<file path="config.mk">
export PLATFORM = sky130hd
export DESIGN_NAME = uart_rx_oversampled
export DESIGN_NICKNAME = d
export VERILOG_FILES = /design/src/rtl/uart_rx_oversampled.sv
export SDC_FILE = /design/constraint.sdc
export NUM_CORES = 1
export LEC_CHECK = 0
export CAP_MARGIN = 20
export CORE_MARGIN = 3
export CORE_UTILIZATION = 63
export CTS_BUF_LIST = sky130_fd_sc_hd__clkbuf_2 sky130_fd_sc_hd__clkbuf_4 sky130_fd_sc_hd__clkbuf_8
export CTS_CLUSTER_DIAMETER = 80
export DETAILED_ROUTE_END_ITERATION = 6
export PLACE_DENSITY = 0.95
export SETUP_SLACK_MARGIN = 0.02
export SYNTH_ARGS = -nofsm -noshare
export SYNTH_HDL_FRONTEND = slang
export SYNTH_SLANG_ARGS = --single-unit
export TNS_END_PERCENT = 5
</file>
<file path="constraint.sdc">
create_clock -name clk -period 4.55 [get_ports clk]
set_input_delay 0.91 -clock clk [delete_from_list [all_inputs] [get_ports clk]]
set_output_delay 0.91 -clock clk [all_outputs]
set_load 0.05 [all_outputs]
</file>
<file path="src/rtl/uart_rx_oversampled.sv">
// Oversampling UART receiver with 3-sample majority voting and a valid/ready output handshake.
// Optional break detection is enabled by defining UART_RX_BREAK_EN.
module uart_rx_oversampled #(
    parameter int INPUT_DATA_WIDTH           = 8,
    parameter int PARITY_ENABLED             = 1,
    parameter int PARITY_TYPE                = 0,
    parameter int STOP_BITS                  = 1,
    parameter int CLOCKS_PER_BIT             = 16,
    parameter int NUMBER_OF_RX_SYNCHRONIZERS = 3
) (
    input  logic                        clk,
    input  logic                        reset,
    input  logic                        serial_in,
    input  logic                        i_ready,
    output logic [INPUT_DATA_WIDTH-1:0] received_data,
    output logic                        data_is_valid,
    output logic                        rx_error,
    output logic                        framing_error,
    output logic                        overrun,
`ifdef UART_RX_BREAK_EN
    output logic                        o_break,
`endif
    output logic                        o_busy
);

    // state      | meaning
    // IDLE       | line idle, waiting for a falling edge
    // START      | validating the start bit at its middle
    // DATA       | shifting in data bits, LSB first
    // PARITY     | checking the parity bit
    // STOP       | checking stop bit(s); completes the frame at the last decision
    // BREAK_WAIT | break seen, waiting for the line to idle high
    typedef enum logic [2:0] {IDLE, START, DATA, PARITY, STOP, BREAK_WAIT} state_t;

    localparam int W   = INPUT_DATA_WIDTH;
    localparam int MID = CLOCKS_PER_BIT / 2;
    localparam int CW  = $clog2(CLOCKS_PER_BIT);
    localparam int BW  = 4;
    localparam logic [CW-1:0] MID_M1    = CW'(MID - 1);
    localparam logic [CW-1:0] MID_C     = CW'(MID);
    localparam logic [CW-1:0] MID_P1    = CW'(MID + 1);
    localparam logic [CW-1:0] LAST_CNT  = CW'(CLOCKS_PER_BIT - 1);
    localparam logic [BW-1:0] LAST_DATA = BW'(W - 1);
    localparam logic [BW-1:0] LAST_STOP = BW'(STOP_BITS - 1);
    localparam logic          PTYPE     = (PARITY_TYPE != 0);

    logic [NUMBER_OF_RX_SYNCHRONIZERS-1:0] sync;
    state_t          state, state_n;
    logic [CW-1:0]   cnt, cnt_n;
    logic [BW-1:0]   bit_idx, bit_n;
    logic [W-1:0]    shift, shift_n;
    logic            s0, s1;
    logic            par_err, par_n;
    logic            frm_err, frm_n;
    logic            complete;
    logic            line, decide, maj;
`ifdef UART_RX_BREAK_EN
    logic            all_zero, all_zero_n;
    logic            brk;
`endif

    assign line   = sync[NUMBER_OF_RX_SYNCHRONIZERS-1];
    assign decide = (cnt == MID_P1);
    assign maj    = (s0 & s1) | (s0 & line) | (s1 & line);

    always_comb begin
        state_n  = state;
        cnt_n    = (cnt == LAST_CNT) ? '0 : cnt + CW'(1);
        bit_n    = bit_idx;
        shift_n  = shift;
        par_n    = par_err;
        frm_n    = frm_err;
        complete = 1'b0;
`ifdef UART_RX_BREAK_EN
        all_zero_n = all_zero;
        brk        = 1'b0;
`endif
        case (state)
            IDLE: begin
                cnt_n = '0;
                bit_n = '0;
                par_n = 1'b0;
                frm_n = 1'b0;
`ifdef UART_RX_BREAK_EN
                all_zero_n = 1'b1;
`endif
                if (!line) state_n = START;
            end
            START: begin
                if (decide) begin
                    if (maj) begin
                        state_n = IDLE;
                        cnt_n   = '0;
                    end else begin
                        state_n = DATA;
                        bit_n   = '0;
                    end
                end
            end
            DATA: begin
                if (decide) begin
                    shift_n = {maj, shift[W-1:1]};
`ifdef UART_RX_BREAK_EN
                    if (maj) all_zero_n = 1'b0;
`endif
                    if (bit_idx == LAST_DATA) begin
                        bit_n   = '0;
                        state_n = (PARITY_ENABLED != 0) ? PARITY : STOP;
                    end else begin
                        bit_n = bit_idx + BW'(1);
                    end
                end
            end
            PARITY: begin
                if (decide) begin
                    par_n   = (^shift) ^ maj ^ PTYPE;
`ifdef UART_RX_BREAK_EN
                    if (maj) all_zero_n = 1'b0;
`endif
                    bit_n   = '0;
                    state_n = STOP;
                end
            end
            STOP: begin
                if (decide) begin
`ifdef UART_RX_BREAK_EN
                    if (bit_idx == '0 && all_zero && !maj) begin
                        brk     = 1'b1;
                        state_n = BREAK_WAIT;
                        cnt_n   = '0;
                    end else
`endif
                    begin
                        if (!maj) frm_n = 1'b1;
                        if (bit_idx == LAST_STOP) begin
                            // Return to IDLE at mid-bit so the next start edge is caught early.
                            complete = 1'b1;
                            state_n  = IDLE;
                            cnt_n    = '0;
                        end else begin
                            bit_n = bit_idx + BW'(1);
                        end
                    end
                end
            end
            BREAK_WAIT: begin
                if (!line) begin
                    cnt_n = '0;
                end else if (cnt == MID_M1) begin
                    state_n = IDLE;
                    cnt_n   = '0;
                end else begin
                    cnt_n = cnt + CW'(1);
                end
            end
            default: begin
                state_n = IDLE;
                cnt_n   = '0;
            end
        endcase
    end

    always_ff @(posedge clk) begin
        if (!reset) begin
            sync          <= '1;
            state         <= IDLE;
            cnt           <= '0;
            bit_idx       <= '0;
            shift         <= '0;
            s0            <= 1'b0;
            s1            <= 1'b0;
            par_err       <= 1'b0;
            frm_err       <= 1'b0;
            received_data <= '0;
            data_is_valid <= 1'b0;
            rx_error      <= 1'b0;
            framing_error <= 1'b0;
            overrun       <= 1'b0;
            o_busy        <= 1'b0;
`ifdef UART_RX_BREAK_EN
            all_zero      <= 1'b0;
            o_break       <= 1'b0;
`endif
        end else begin
            sync    <= {sync[NUMBER_OF_RX_SYNCHRONIZERS-2:0], serial_in};
            state   <= state_n;
            cnt     <= cnt_n;
            bit_idx <= bit_n;
            shift   <= shift_n;
            par_err <= par_n;
            frm_err <= frm_n;
            if (cnt == MID_M1) s0 <= line;
            if (cnt == MID_C)  s1 <= line;
            overrun <= 1'b0;
            o_busy  <= (state_n != IDLE);
`ifdef UART_RX_BREAK_EN
            all_zero <= all_zero_n;
            o_break  <= brk;
`endif
            if (data_is_valid && i_ready) data_is_valid <= 1'b0;
            if (complete) begin
                if (!data_is_valid || i_ready) begin
                    received_data <= shift_n;
                    rx_error      <= par_n;
                    framing_error <= frm_n;
                    data_is_valid <= 1'b1;
                end else begin
                    overrun <= 1'b1;
                end
            end
        end
    end

endmodule
</file>
## After elaboration in Yosys (flattened, before gate mapping)

Index checks and enable logic that the tools add are counted.

| cells by class | value |
|---|---|
| reduce and logical (&&, ||, !) cells | 12 |
| add/subtract/negate cells | 2 |
| bitwise logic cells | 6 |
| multiplexer cells | 41 |
| eq/ne operators | 16 |

Operator list:

| kind | number |
|---|---|
| $mux W4 | 14 |
| $mux W3 | 9 |
| $pmux W4 S5 | 1 |
| $pmux W3 S6 | 1 |
| $mux W8 | 2 |
| $pmux W4 S4 | 1 |
| $eq A4 B4 Y1 const B | 3 |
| $ne A2 B2 Y1 const B | 6 |
| $mux W1 | 10 |
| $add A4 B1 Y4 const B | 2 |
| $eq A4 B3 Y1 const B | 2 |
| $reduce_xor A8 Y1 | 1 |
| $reduce_and A7 Y1 | 1 |
| $eq A3 B2 Y1 const B | 2 |
| $eq A3 B3 Y1 const B | 2 |
| $reduce_bool A5 Y1 | 1 |
| $logic_not A4 Y1 | 1 |
| $pmux W1 S2 | 2 |
| $reduce_and A2 Y1 | 2 |
| $and A1 B1 Y1 | 3 |
| $eq A3 B1 Y1 const B | 1 |
| $logic_not A3 Y1 | 1 |
| $reduce_bool A3 Y1 | 1 |
| $mux W2 | 1 |
| 6 further kinds | 7 |

| word-level totals | value |
|---|---|
| logic and storage cells | 92 |
| flip-flop bits (word level) | 39 |
| input bits | 4 |
| output and inout port bits | 13 |

## Logic depth before layout (Yosys ltp)

Gate-level depths: netlist of run 1.

| logic depth | value |
|---|---|
| depth in word-level cells | 7 |
| gate-level depth with buffers | 9 |
| gate-level depth less buffers | 7 |

## Least setup slack after synthesis of run 1

OpenSTA, ideal clock, no wires.

| timing | value |
|---|---|
| kind | register -> register |
| start | register cnt[1] |
| end | register o_busy |
| path buffers | 1 |
| required time | 4.423 ns |
| arrival time | 1.708 ns |
| setup slack | 2.715 ns |
| cell stages (with the launch flop) | 9 |
| setup time | 0.127 ns |
| period minus slack after synthesis | 1.835 ns |
| cell sequence | dfxtp_1 > inv_1 > ha_1 > and3b_1 > buf_2 > a311o_1 > o211ai_1 > a21oi_1 > or3_1 |

| between the ends | value |
|---|---|
| longest elaborated chain between the ends | 5 |
| elaborated cells between the ends (all ways) | 10 |
| classes of those cells | eq/ne (2); mux (7); reduce/logical (1) |

Ends and longest elaborated chain:

| element | RTL line | RTL |
|---|---|---|
| start, declared | 49 | `logic [CW-1:0] cnt, cnt_n;` |
| start signal, assigned | 187 | `cnt <= cnt_n;` |
| $eq A4 B3 Y1 | 149 | `end else if (cnt == MID_M1) begin` |
| $mux W3 | 149 |  |
| $mux W3 | 147 | `if (!line) begin` |
| $pmux W3 S6 (*) | 78 | `case (state)` |
| $reduce_bool A3 Y1 (*) | 195 | `o_busy <= (state_n != IDLE);` |
| end signal, assigned | 195 |  |
| end, declared | 23 | `output logic o_busy` |

Mark *: on every way between the ends. The rest lies on a longest branch, timed or not.
A chain may end at the register's enable or synchronous reset.

## Final worst setup path of run 1

| timing | value |
|---|---|
| start | register received_data[2] |
| end | output port received_data[2] |

RTL lines:

| element | RTL line | RTL |
|---|---|---|
| start, declared | 15 | `output logic [INPUT_DATA_WIDTH-1:0] received_data,` |
| start signal, assigned | 203 | `received_data <= shift_n;` |

No word-level cell between the ends.

==> reports/qor.yml, run 1 <==
status: "complete, no violations"
hold_start: "sync[1]"
setup_viol_count_final: 0
yosys_warnings: 0
die_area_um2: 3670
fmax_ghz: 0.412
post-route-period-util: 0.534
dr.first_iter.drc_count: 62
cts_hold_buffers: 0
die_x_um: 60.6
place_area_um2: 2040
path_max_fanout: 2
cts_inserted_buffers: 5
p_int_mw: 0.410
clk_pin_slew_ps: 120
antenna_found_initial: 0
cp_top_family: "buffers and inverters"
holdPathEnd: "sync[2]"
coreArea_um2: 2810
worst_path_max_delay_cell: "clkdlybuf4s50_1"
relSlewSlack: 0.531
fin_nets: 218
cts_resized: 0
synthFlopType: "dfxtp_1"
cts_tree: "built"
grt_pass1_wl_um: 5710
start_kind: "flip-flop"
pwr-share-clk: 0.327
cts_htree_levels: 2
final_common_cell: "dfxtp_1"
ys_seq_elements: 39
rsz0062_at_grt: "no"
cts_sinks: 39
report.final.slew_viol_count: 0
timing.reg2reg.setup_slack_ps: 2350
cts-root-buf: "clkbuf_4"
antenna_cells: 0
critPathBufInv: 1
cap_viol_max_count: 0
dp_hpwl_um: 2470
drive_above_1_share: 0.100
ys_types: 49
arrival_ps: 1520
synth_nets: 203
die_h_um: 60.6
pin_count: 17
rows: 19
io_buffers: 16
required_ps: 3640
multiInputGateArea_um2: 1030
p_total_mw: 0.538
insertion_delay_ps: 350
ys_seq_area_frac: 0.416
slowest_delay_ps: 810
skew_ps: 14.3
hp-class: "reg2reg"
min_path_cells: 1
fin_setup_tns_ps: 0
syn_inst: 194
wire_per_inst_um: 14.3
antenna_left: 0
viasPerCell: 6.00
r2r_end: "framing_error"
end_kind: "output port"
areaGrowthSynthToFinish_pct: 11.9
routed_wirelength_um: 3460
synth_edf_count: 0
power_frac_comb: 0.031
p_leak_nw: 0.851
post_cts_buffers: 0
critical_path_class: "reg2out"
r2r_start: "bit_idx[0]"
globalRouteOverflowTotal: 0
netlist_area_um2: 1880
seq_area_um2: 781
max-clock-path-buffers: 2
gp_congestion: 0.970
grtUsageTotal: 0.208
vias: 1447
start_util: 0.669
power.switching_mw: 0.127
tightestPinTransition_ps: 703
hold_viol: 0
ir_worst_vdd_v: 0.000167
grt_max_degree: 35
avgSynthCellArea_um2: 9.67
finalCriticalPeriod_ps: 2430
p_seq_frac: 0.642
p_sw_frac: 0.237
first_pass_iters: 4
final_cell_mix: "dfxtp_1, nor2b_1, clkdlybuf4s50_1"
stdcell_area_um2: 2100
async_flop_share: 0
power-per-cell-area_nw_per_um2: 256
worst_r2r_path_depth: 7
drc: 0
fillers: 200
grt_pass1_vias: 1282
crit_chain: "clkdlybuf4s50_1"
power groups by stage:
stage	logic [mW]	clock network, mW	registers (mW)
floorplan	0.0103	0	0.353
global placement	0.0159	0	0.353
detailed placement	0.0164	0	0.353
CTS	0.0165	0.180	0.345
global route	0.0179	0.192	0.346
finish	0.0165	0.176	0.345
layer usage:
layer	up-vias	global-route usage	wire length, µm
met5	-	0	0
met4	0	0.111	86
met3	9	0.0489	163
met2	50	0.310	1630
met1	675	0.280	1570
li1	713	-	-
cells in the mapped netlist, types with 2 or more instances:
library cell,count,share of area
dfxtp_1,39,0.42
nor2b_1,16,0.053
nand2_1,15,0.030
mux2i_1,10,0.053
o21ai_0,9,0.024
o211a_1,8,0.043
inv_1,7,0.014
a21oi_1,6,0.016
nor2_1,6,0.012
xnor2_1,6,0.028
and2_1,5,0.017
buf_2,5,0.013
ha_1,5,0.033
nand3_1,5,0.013
clkbuf_1,4,0.0080
nand2b_1,4,0.013
nand3b_1,4,0.016
a21boi_0,3,0.012
a21boi_1,2,0.0080
a311oi_1,2,0.0093
and2_2,2,0.0080
and3b_1,2,0.0093
nand4_1,2,0.0067
xor2_1,2,0.0093
worst max path at each step:
stage	startpoint	endpoint	slack (ps)	depth (start not counted)
after CTS	received_data[2]	received_data[2]	2110	1
after global placement	i_ready	framing_error	2160	5
after detailed placement	i_ready	framing_error	2120	5
final	received_data[2]	received_data[2]	2120	1
after floorplan	cnt[1]	o_busy	2720	8
after global routing	received_data[5]	received_data[5]	2080	1
cells by family after synthesis:
kind of cell,count (synthesis),synth area share
compound gates,41,0.165
xor+xnor,9,0.0513
buf+inv,16,0.0353
flops,39,0.416
fa+ha+maj,6,0.0393
mux,10,0.0533
simple gates,73,0.239
per-stage QoR:
| step | utilization | hold slack, ps | worst slack (ps) | cells |
|---|---|---|---|---|
| global placement | 0.728 | 391 | 2160 | 233 |
| floorplan | - | 386 | 2720 | 194 |
| detailed placement | 0.728 | 408 | 2120 | 233 |
| finish | 0.749 | 432 | 2120 | 241 |
| CTS | 0.749 | 437 | 2110 | 241 |
| global route | 0.749 | 455 | 2080 | 241 |
flip-flops by register name, summed over array words and instances (netlist names):
name,count
bit_idx,4
cnt,4
data_is_valid,1
framing_error,1
frm_err,1
o_busy,1
overrun,1
par_err,1
received_data,8
rx_error,1
s0,1
s1,1
shift,8
state,3
sync,3
final cells by class:
type	count	area share
multi-input combinational	139	0.490
sequential	39	0.372
timing repair buffer	17	0.0798
tap	31	0.0185
clock buffer	5	0.0179
inverter	7	0.0125
clock inverter	3	0.00953
Note: power is estimated with default switching activity, not from simulation.
==> run 2, diff against run 1 <==
--- a/config.mk
+++ b/config.mk
@@ -7,11 +7,11 @@
 export LEC_CHECK = 0
 export CAP_MARGIN = 20
 export CORE_MARGIN = 3
-export CORE_UTILIZATION = 63
+export CORE_UTILIZATION = 53
 export CTS_BUF_LIST = sky130_fd_sc_hd__clkbuf_2 sky130_fd_sc_hd__clkbuf_4 sky130_fd_sc_hd__clkbuf_8
 export CTS_CLUSTER_DIAMETER = 80
 export DETAILED_ROUTE_END_ITERATION = 6
-export PLACE_DENSITY = 0.95
+export PLACE_DENSITY = 0.86
 export SETUP_SLACK_MARGIN = 0.02
 export SYNTH_ARGS = -nofsm -noshare
 export SYNTH_HDL_FRONTEND = slang
==> constraint.sdc (replaced) <==
create_clock -name clk -period 2.1 [get_ports clk]
set_input_delay 0.42 -clock clk [delete_from_list [all_inputs] [get_ports clk]]
set_output_delay 0.42 -clock clk [all_outputs]
set_load 0.05 [all_outputs]
==> reports/qor.yml, run 2 (synthesized netlist as in run 1, its figures left out) <==
status: "complete, no violations"  # unchanged
fin_setup_tns_ps: 0  # unchanged
max-clock-path-buffers: 2  # unchanged
start_util: 0.586  # was 0.669
die_area_um2: 4290  # was 3670 µm²
clk_pin_slew_ps: 110  # was 120 ps
top_regs: "received_data: 8 flops, shift: 8 flops"  # unchanged
cap_viol_max_count: 0  # unchanged
tightestPinTransition_ps: 514  # was 703 ps
relSlewSlack: 0.656  # was 0.531
grtUsageTotal: 0.184  # was 0.208
path_max_fanout: 8  # was 2
critical_path_class: "reg2reg"  # was reg2out
dp_hpwl_um: 2600  # was 2470 µm
final_common_cell: "dfxtp_1"  # unchanged
skew_ps: 11.8  # was 14.3 ps
cts_tree: "built"  # unchanged
cts_inserted_buffers: 5  # unchanged
seq_area_um2: 781  # unchanged
antenna_cells: 0  # unchanged
insertion_delay_ps: 340  # was 350 ps
rows: 20  # was 19
stdcell_area_um2: 2190  # was 2100 µm²
arrival_ps: 2250  # was 1520 ps
cts_htree_levels: 2  # unchanged
worst_path_max_delay_cell: "or4b_1"  # was clkdlybuf4s50_1
io_buffers: 16  # unchanged
coreArea_um2: 3200  # was 2810 µm²
wire_per_inst_um: 13.7  # was 14.3 µm
place_area_um2: 2080  # was 2040 µm²
ir_worst_vdd_v: 0.000399  # was 0.000167 V
die_x_um: 65.5  # was 60.6 µm
viasPerCell: 5.60  # was 6.00
p_int_mw: 1.15  # was 0.410 mW
grt_max_degree: 34  # was 35
rsz0062_at_grt: "no"  # unchanged
pin_count: 17  # unchanged
min_path_cells: 1  # unchanged
power.switching_mw: 0.258  # was 0.127 mW
antenna_found_initial: 0  # unchanged
final_cells: 257  # was 241
drive_above_1_share: 0.117  # was 0.100
cts_sinks: 39  # unchanged
multiInputGateArea_um2: 1030  # about the same
globalRouteOverflowTotal: 0  # unchanged
drc: 0  # unchanged
gp_congestion: 0.862  # was 0.970
cp_top_family: "simple AND/OR/NAND/NOR gates"  # was buffers and inverters
dr.first_iter.drc_count: 61  # was 62
utilization: 0.684  # was 0.749
hold_viol: 0  # unchanged
p_sw_frac: 0.184  # was 0.237
report.final.slew_viol_count: 0  # unchanged
grt_pass1_vias: 1368  # was 1282
die_h_um: 65.5  # was 60.6 µm
fillers: 271  # was 200
pwr-share-clk: 0.441  # was 0.327
critPathBufInv: 1  # unchanged
grt_pass1_wl_um: 6080  # was 5710 µm
routed_wirelength_um: 3520  # was 3460 µm
power_frac_comb: 0.028  # was 0.031
final_cell_mix: "dfxtp_1, nor2b_1, clkdlybuf4s50_1"  # unchanged
start_kind: "flip-flop"  # unchanged
slowest_delay_ps: 530  # was 810 ps
finalCriticalPeriod_ps: 1970
cp.depth: 7  # was 1
p_leak_nw: 0.898  # was 0.851 nW
worst_r2r_path_depth: 7  # unchanged
crit_chain: "inv_1 -> ha_1 -> nor3b_2 -> o21ai_0 -> a21oi_2 -> or4b_1 -> a21boi_1"  # was clkdlybuf4s50_1
areaGrowthSynthToFinish_pct: 16.8  # was 11.9%
vias: 1440  # was 1447
fin_nets: 221  # was 218
p_seq_frac: 0.531  # was 0.642
fmax_ghz: 0.508
dp.cells: 249  # was 233
hp-class: "reg2reg"  # unchanged
setup_viol_count_final: 0  # unchanged
first_pass_iters: 4  # unchanged
required_ps: 2380  # was 3640 ps
cts-root-buf: "clkbuf_4"  # unchanged
end_kind: "flip-flop"  # was output port
antenna_left: 0  # unchanged
post-route-period-util: 0.938
power-per-cell-area_nw_per_um2: 641  # was 256 nW/µm²
[run 2: changes by cell type in the layout (fill, tap and decap cells not counted)]
cell / before / now
nor3b_2: 0 / 1
clkinvlp_4: 2 / 0
buf_4: 1 / 4
bufinv_16: 0 / 2
nor3b_1: 1 / 0
clkbuf_4: 5 / 6
clkinv_2: 1 / 0
[run 2: metal layers]
metal  vias to the layer above  part of all wire  global-route usage
met3                         7             0.045              0.0479
met4                         0             0.014              0.0777
li1                        722                 -                   -
met5                         -                 0                   0
met1                       675              0.45               0.226
met2                        36              0.49               0.302
[run 2: power groups by stage]
stage          Combinational, mW  Sequential [mW]  Clock [mW]
2_1_floorplan             0.0223            0.764           0
3_3_place_gp              0.0374            0.762           0
3_5_place_dp              0.0387            0.763           0
4_1_cts                   0.0388            0.746       0.630
5_1_grt                   0.0419            0.747       0.655
6_report                  0.0390            0.746       0.620
[run 2: path summary, 6_finish.rpt]
| kind | start | endpoint | slack (ps) |
|---|---|---|---|
| worst max-delay path | bit_idx[0] | bit_idx[3] | 130 |
| worst min-delay path | sync[1] | sync[2] | 420 |
| worst max register to register | bit_idx[0] | bit_idx[3] | 130 |
| worst min register to register | sync[1] | sync[2] | 420 |
[run 2: metrics by stage]
stage | setup slack, ps | power (mW) | hold WS (ps)
after global placement | 272 | 0.800 | 392
after global routing | 22.0 | 1.44 | 451
after detailed placement | 159 | 0.801 | 403
final | 131 | 1.40 | 424
after floorplan | 265 | 0.787 | 386
after CTS | 127 | 1.42 | 431
[run 2: cell type report]
| cell class | instances | area share |
|---|---|---|
| multi-input cells | 139 | 0.472 |
| well taps | 44 | 0.0251 |
| clock buffers | 6 | 0.0205 |
| inverters | 7 | 0.0120 |
| flip-flops and latches | 39 | 0.356 |
| repair buffers | 20 | 0.0868 |
| clock inverters | 2 | 0.0274 |
[run 2: timing repair]
item	in CTS	in global routing
gates resized for setup	0	1
setup endpoints to repair	0	1
hold buffers	0	0
setup buffers	0	0
==> run 3, diff against run 2 <==
--- a/config.mk
+++ b/config.mk
@@ -7,11 +7,12 @@
 export LEC_CHECK = 0
 export CAP_MARGIN = 20
 export CORE_MARGIN = 3
-export CORE_UTILIZATION = 53
-export CTS_BUF_LIST = sky130_fd_sc_hd__clkbuf_2 sky130_fd_sc_hd__clkbuf_4 sky130_fd_sc_hd__clkbuf_8
+export CORE_UTILIZATION = 51
+export CTS_BUF_LIST = sky130_fd_sc_hd__clkbuf_4 sky130_fd_sc_hd__clkbuf_8 sky130_fd_sc_hd__clkbuf_16
 export CTS_CLUSTER_DIAMETER = 80
 export DETAILED_ROUTE_END_ITERATION = 6
-export PLACE_DENSITY = 0.86
+export GPL_TIMING_DRIVEN = 0
+export PLACE_DENSITY = 0.84
 export SETUP_SLACK_MARGIN = 0.02
 export SYNTH_ARGS = -nofsm -noshare
 export SYNTH_HDL_FRONTEND = slang
==> reports/qor.yml, run 3 (synthesized netlist as in run 1, its figures left out) <==
status: "complete, no violations"  # unchanged
skew_ps: 7.27  # was 11.8 ps
routed_wirelength_um: 3630  # was 3520 µm
die_h_um: 66.7  # was 65.5 µm
end_kind: "flip-flop"  # unchanged
arrival_ps: 2170  # was 2250 ps
p_int_mw: 1.25  # was 1.15 mW
p_total_mw: 1.53  # was 1.40 mW
p_seq_frac: 0.487  # was 0.531
max-clock-path-buffers: 2  # unchanged
min_path_cells: 1  # unchanged
power.switching_mw: 0.282  # was 0.258 mW
worst_path_max_delay_cell: "or3_1"  # was or4b_1
place_area_um2: 2090  # was 2080 µm²
post-route-period-util: 0.953  # was 0.938
vias: 1455  # was 1440
ir_worst_vdd_v: 0.000375  # was 0.000399 V
hold_viol: 0  # unchanged
p_leak_nw: 0.933  # was 0.898 nW
post-place-ws_ps: -26.3  # was 159 ps
critical_path_class: "reg2reg"  # unchanged
gp_congestion: 0.844  # was 0.862
critPathBufInv: 2  # was 1
hp-class: "reg2reg"  # unchanged
viasPerCell: 5.47  # was 5.60
cp.depth: 8  # was 7
utilization: 0.656  # was 0.684
setup_ws_ps: 99.1  # was 131 ps
coreArea_um2: 3440  # was 3200 µm²
clk_pin_slew_ps: 70  # was 110 ps
p_sw_frac: 0.185  # was 0.184
cap_viol_max_count: 0  # unchanged
fmax_ghz: 0.500  # was 0.508 GHz
die_area_um2: 4440  # was 4290 µm²
grt_pass1_vias: 1343  # was 1368
antenna_cells: 0  # unchanged
cts_tree: "built"  # unchanged
pwr-share-clk: 0.487  # was 0.441
dr.first_iter.drc_count: 86  # was 61
cts-root-buf: "clkbuf_8"  # was clkbuf_4
pin_count: 17  # unchanged
start_util: 0.545  # was 0.586
first_pass_iters: 4  # unchanged
report.final.slew_viol_count: 0  # unchanged
fin_nets: 228  # was 221
globalRouteOverflowTotal: 0  # unchanged
setup_viol_count_final: 0  # unchanged
antenna_left: 0  # unchanged
start_kind: "flip-flop"  # unchanged
die_x_um: 66.7  # was 65.5 µm
path_max_fanout: 6  # was 8
fillers: 292  # was 271
worst_r2r_path_depth: 8  # was 7
antenna_found_initial: 0  # unchanged
final_cell_mix: "dfxtp_1, nor2b_1, clkdlybuf4s50_1"  # unchanged
seq_area_um2: 783  # was 781 µm²
top_regs: "received_data: 8 flops, shift: 8 flops"  # unchanged
drc: 0  # unchanged
crit_chain: "inv_1 -> ha_1 -> and3b_1 -> buf_2 -> a311o_1 -> o211ai_1 -> a21oi_1 -> or3_1"  # was inv_1 -> ha_1 -> nor3b_2 -> o21ai_0 -> a21oi_2 -> or4b_1 -> a21boi_1
cts_htree_levels: 2  # unchanged
cts_sinks: 39  # unchanged
grt_max_degree: 13  # was 34
power_frac_comb: 0.026  # was 0.028
areaGrowthSynthToFinish_pct: 20.3  # was 16.8%
grtUsageTotal: 0.191  # was 0.184
rsz0062_at_grt: "no"  # unchanged
grt_pass1_wl_um: 6310  # was 6080 µm
dp_hpwl_um: 2600  # about the same
cp_top_family: "simple AND/OR/NAND/NOR gates"  # unchanged
slowest_delay_ps: 400  # was 530 ps
relSlewSlack: 0.656  # about the same
stdcell_area_um2: 2260  # was 2190 µm²
insertion_delay_ps: 290  # was 340 ps
multiInputGateArea_um2: 1040  # was 1030 µm²
tightestPinTransition_ps: 514  # about the same
rows: 21  # was 20
drive_above_1_share: 0.136  # was 0.117
required_ps: 2270  # was 2380 ps
final_common_cell: "dfxtp_1"  # unchanged
cts_inserted_buffers: 5  # unchanged
finalCriticalPeriod_ps: 2000  # was 1970 ps
power-per-cell-area_nw_per_um2: 678  # was 641 nW/µm²
io_buffers: 16  # unchanged
wire_per_inst_um: 13.7  # about the same
-- run 3: metal layers --
| layer | GRT usage | share of wire | up-vias | wire length, µm |
|---|---|---|---|---|
| li1 | - | - | 731 | - |
| met1 | 0.260 | 0.48 | 674 | 1730 |
| met2 | 0.271 | 0.45 | 37 | 1620 |
| met3 | 0.0523 | 0.047 | 13 | 170 |
| met4 | 0.102 | 0.030 | 0 | 108 |
| met5 | 0 | 0 | - | 0 |
-- run 3: power groups by stage --
stage               Clock (mW)  Combinational, mW  Sequential, mW
floorplan                    0             0.0223           0.764
global placement             0             0.0384           0.763
detailed placement           0             0.0398           0.763
CTS                      0.754             0.0397           0.745
global route             0.794             0.0439           0.746
finish                   0.746             0.0398           0.745
-- run 3: cell type report --
cell class | instances | share of cell area
buffer | 9 | 0.0177
clock buffer | 6 | 0.0338
clock inverter | 2 | 0.0266
inverter | 7 | 0.0116
multi-input combinational | 139 | 0.460
sequential | 39 | 0.347
tap | 46 | 0.0255
timing repair buffer | 18 | 0.0776
-- run 3: what timing repair did --
| item | in CTS | in global routing |
|---|---|---|
| hold buffers | 0 | 0 |
| pin swaps | 0 | 1 |
| setup buffers | 0 | 2 |
| endpoints found under the setup margin | 9 | 13 |
| gates resized for setup | 2 | 2 |
-- run 3: per-stage QoR --
stage	setup TNS, ps	instances	hold slack [ps]
final	0	266	411
after global routing	0	266	447
after CTS	0	264	415
after detailed placement	-26.3	256	394
after global placement	0	256	388
after floorplan	0	194	386
-- run 3: final timing paths --
kind                               from       to  slack (ps)
worst max register to register   cnt[1]   o_busy         100
worst max-delay path             cnt[1]   o_busy         100
worst min-delay path            sync[1]  sync[2]         410
worst min register to register  sync[1]  sync[2]         410
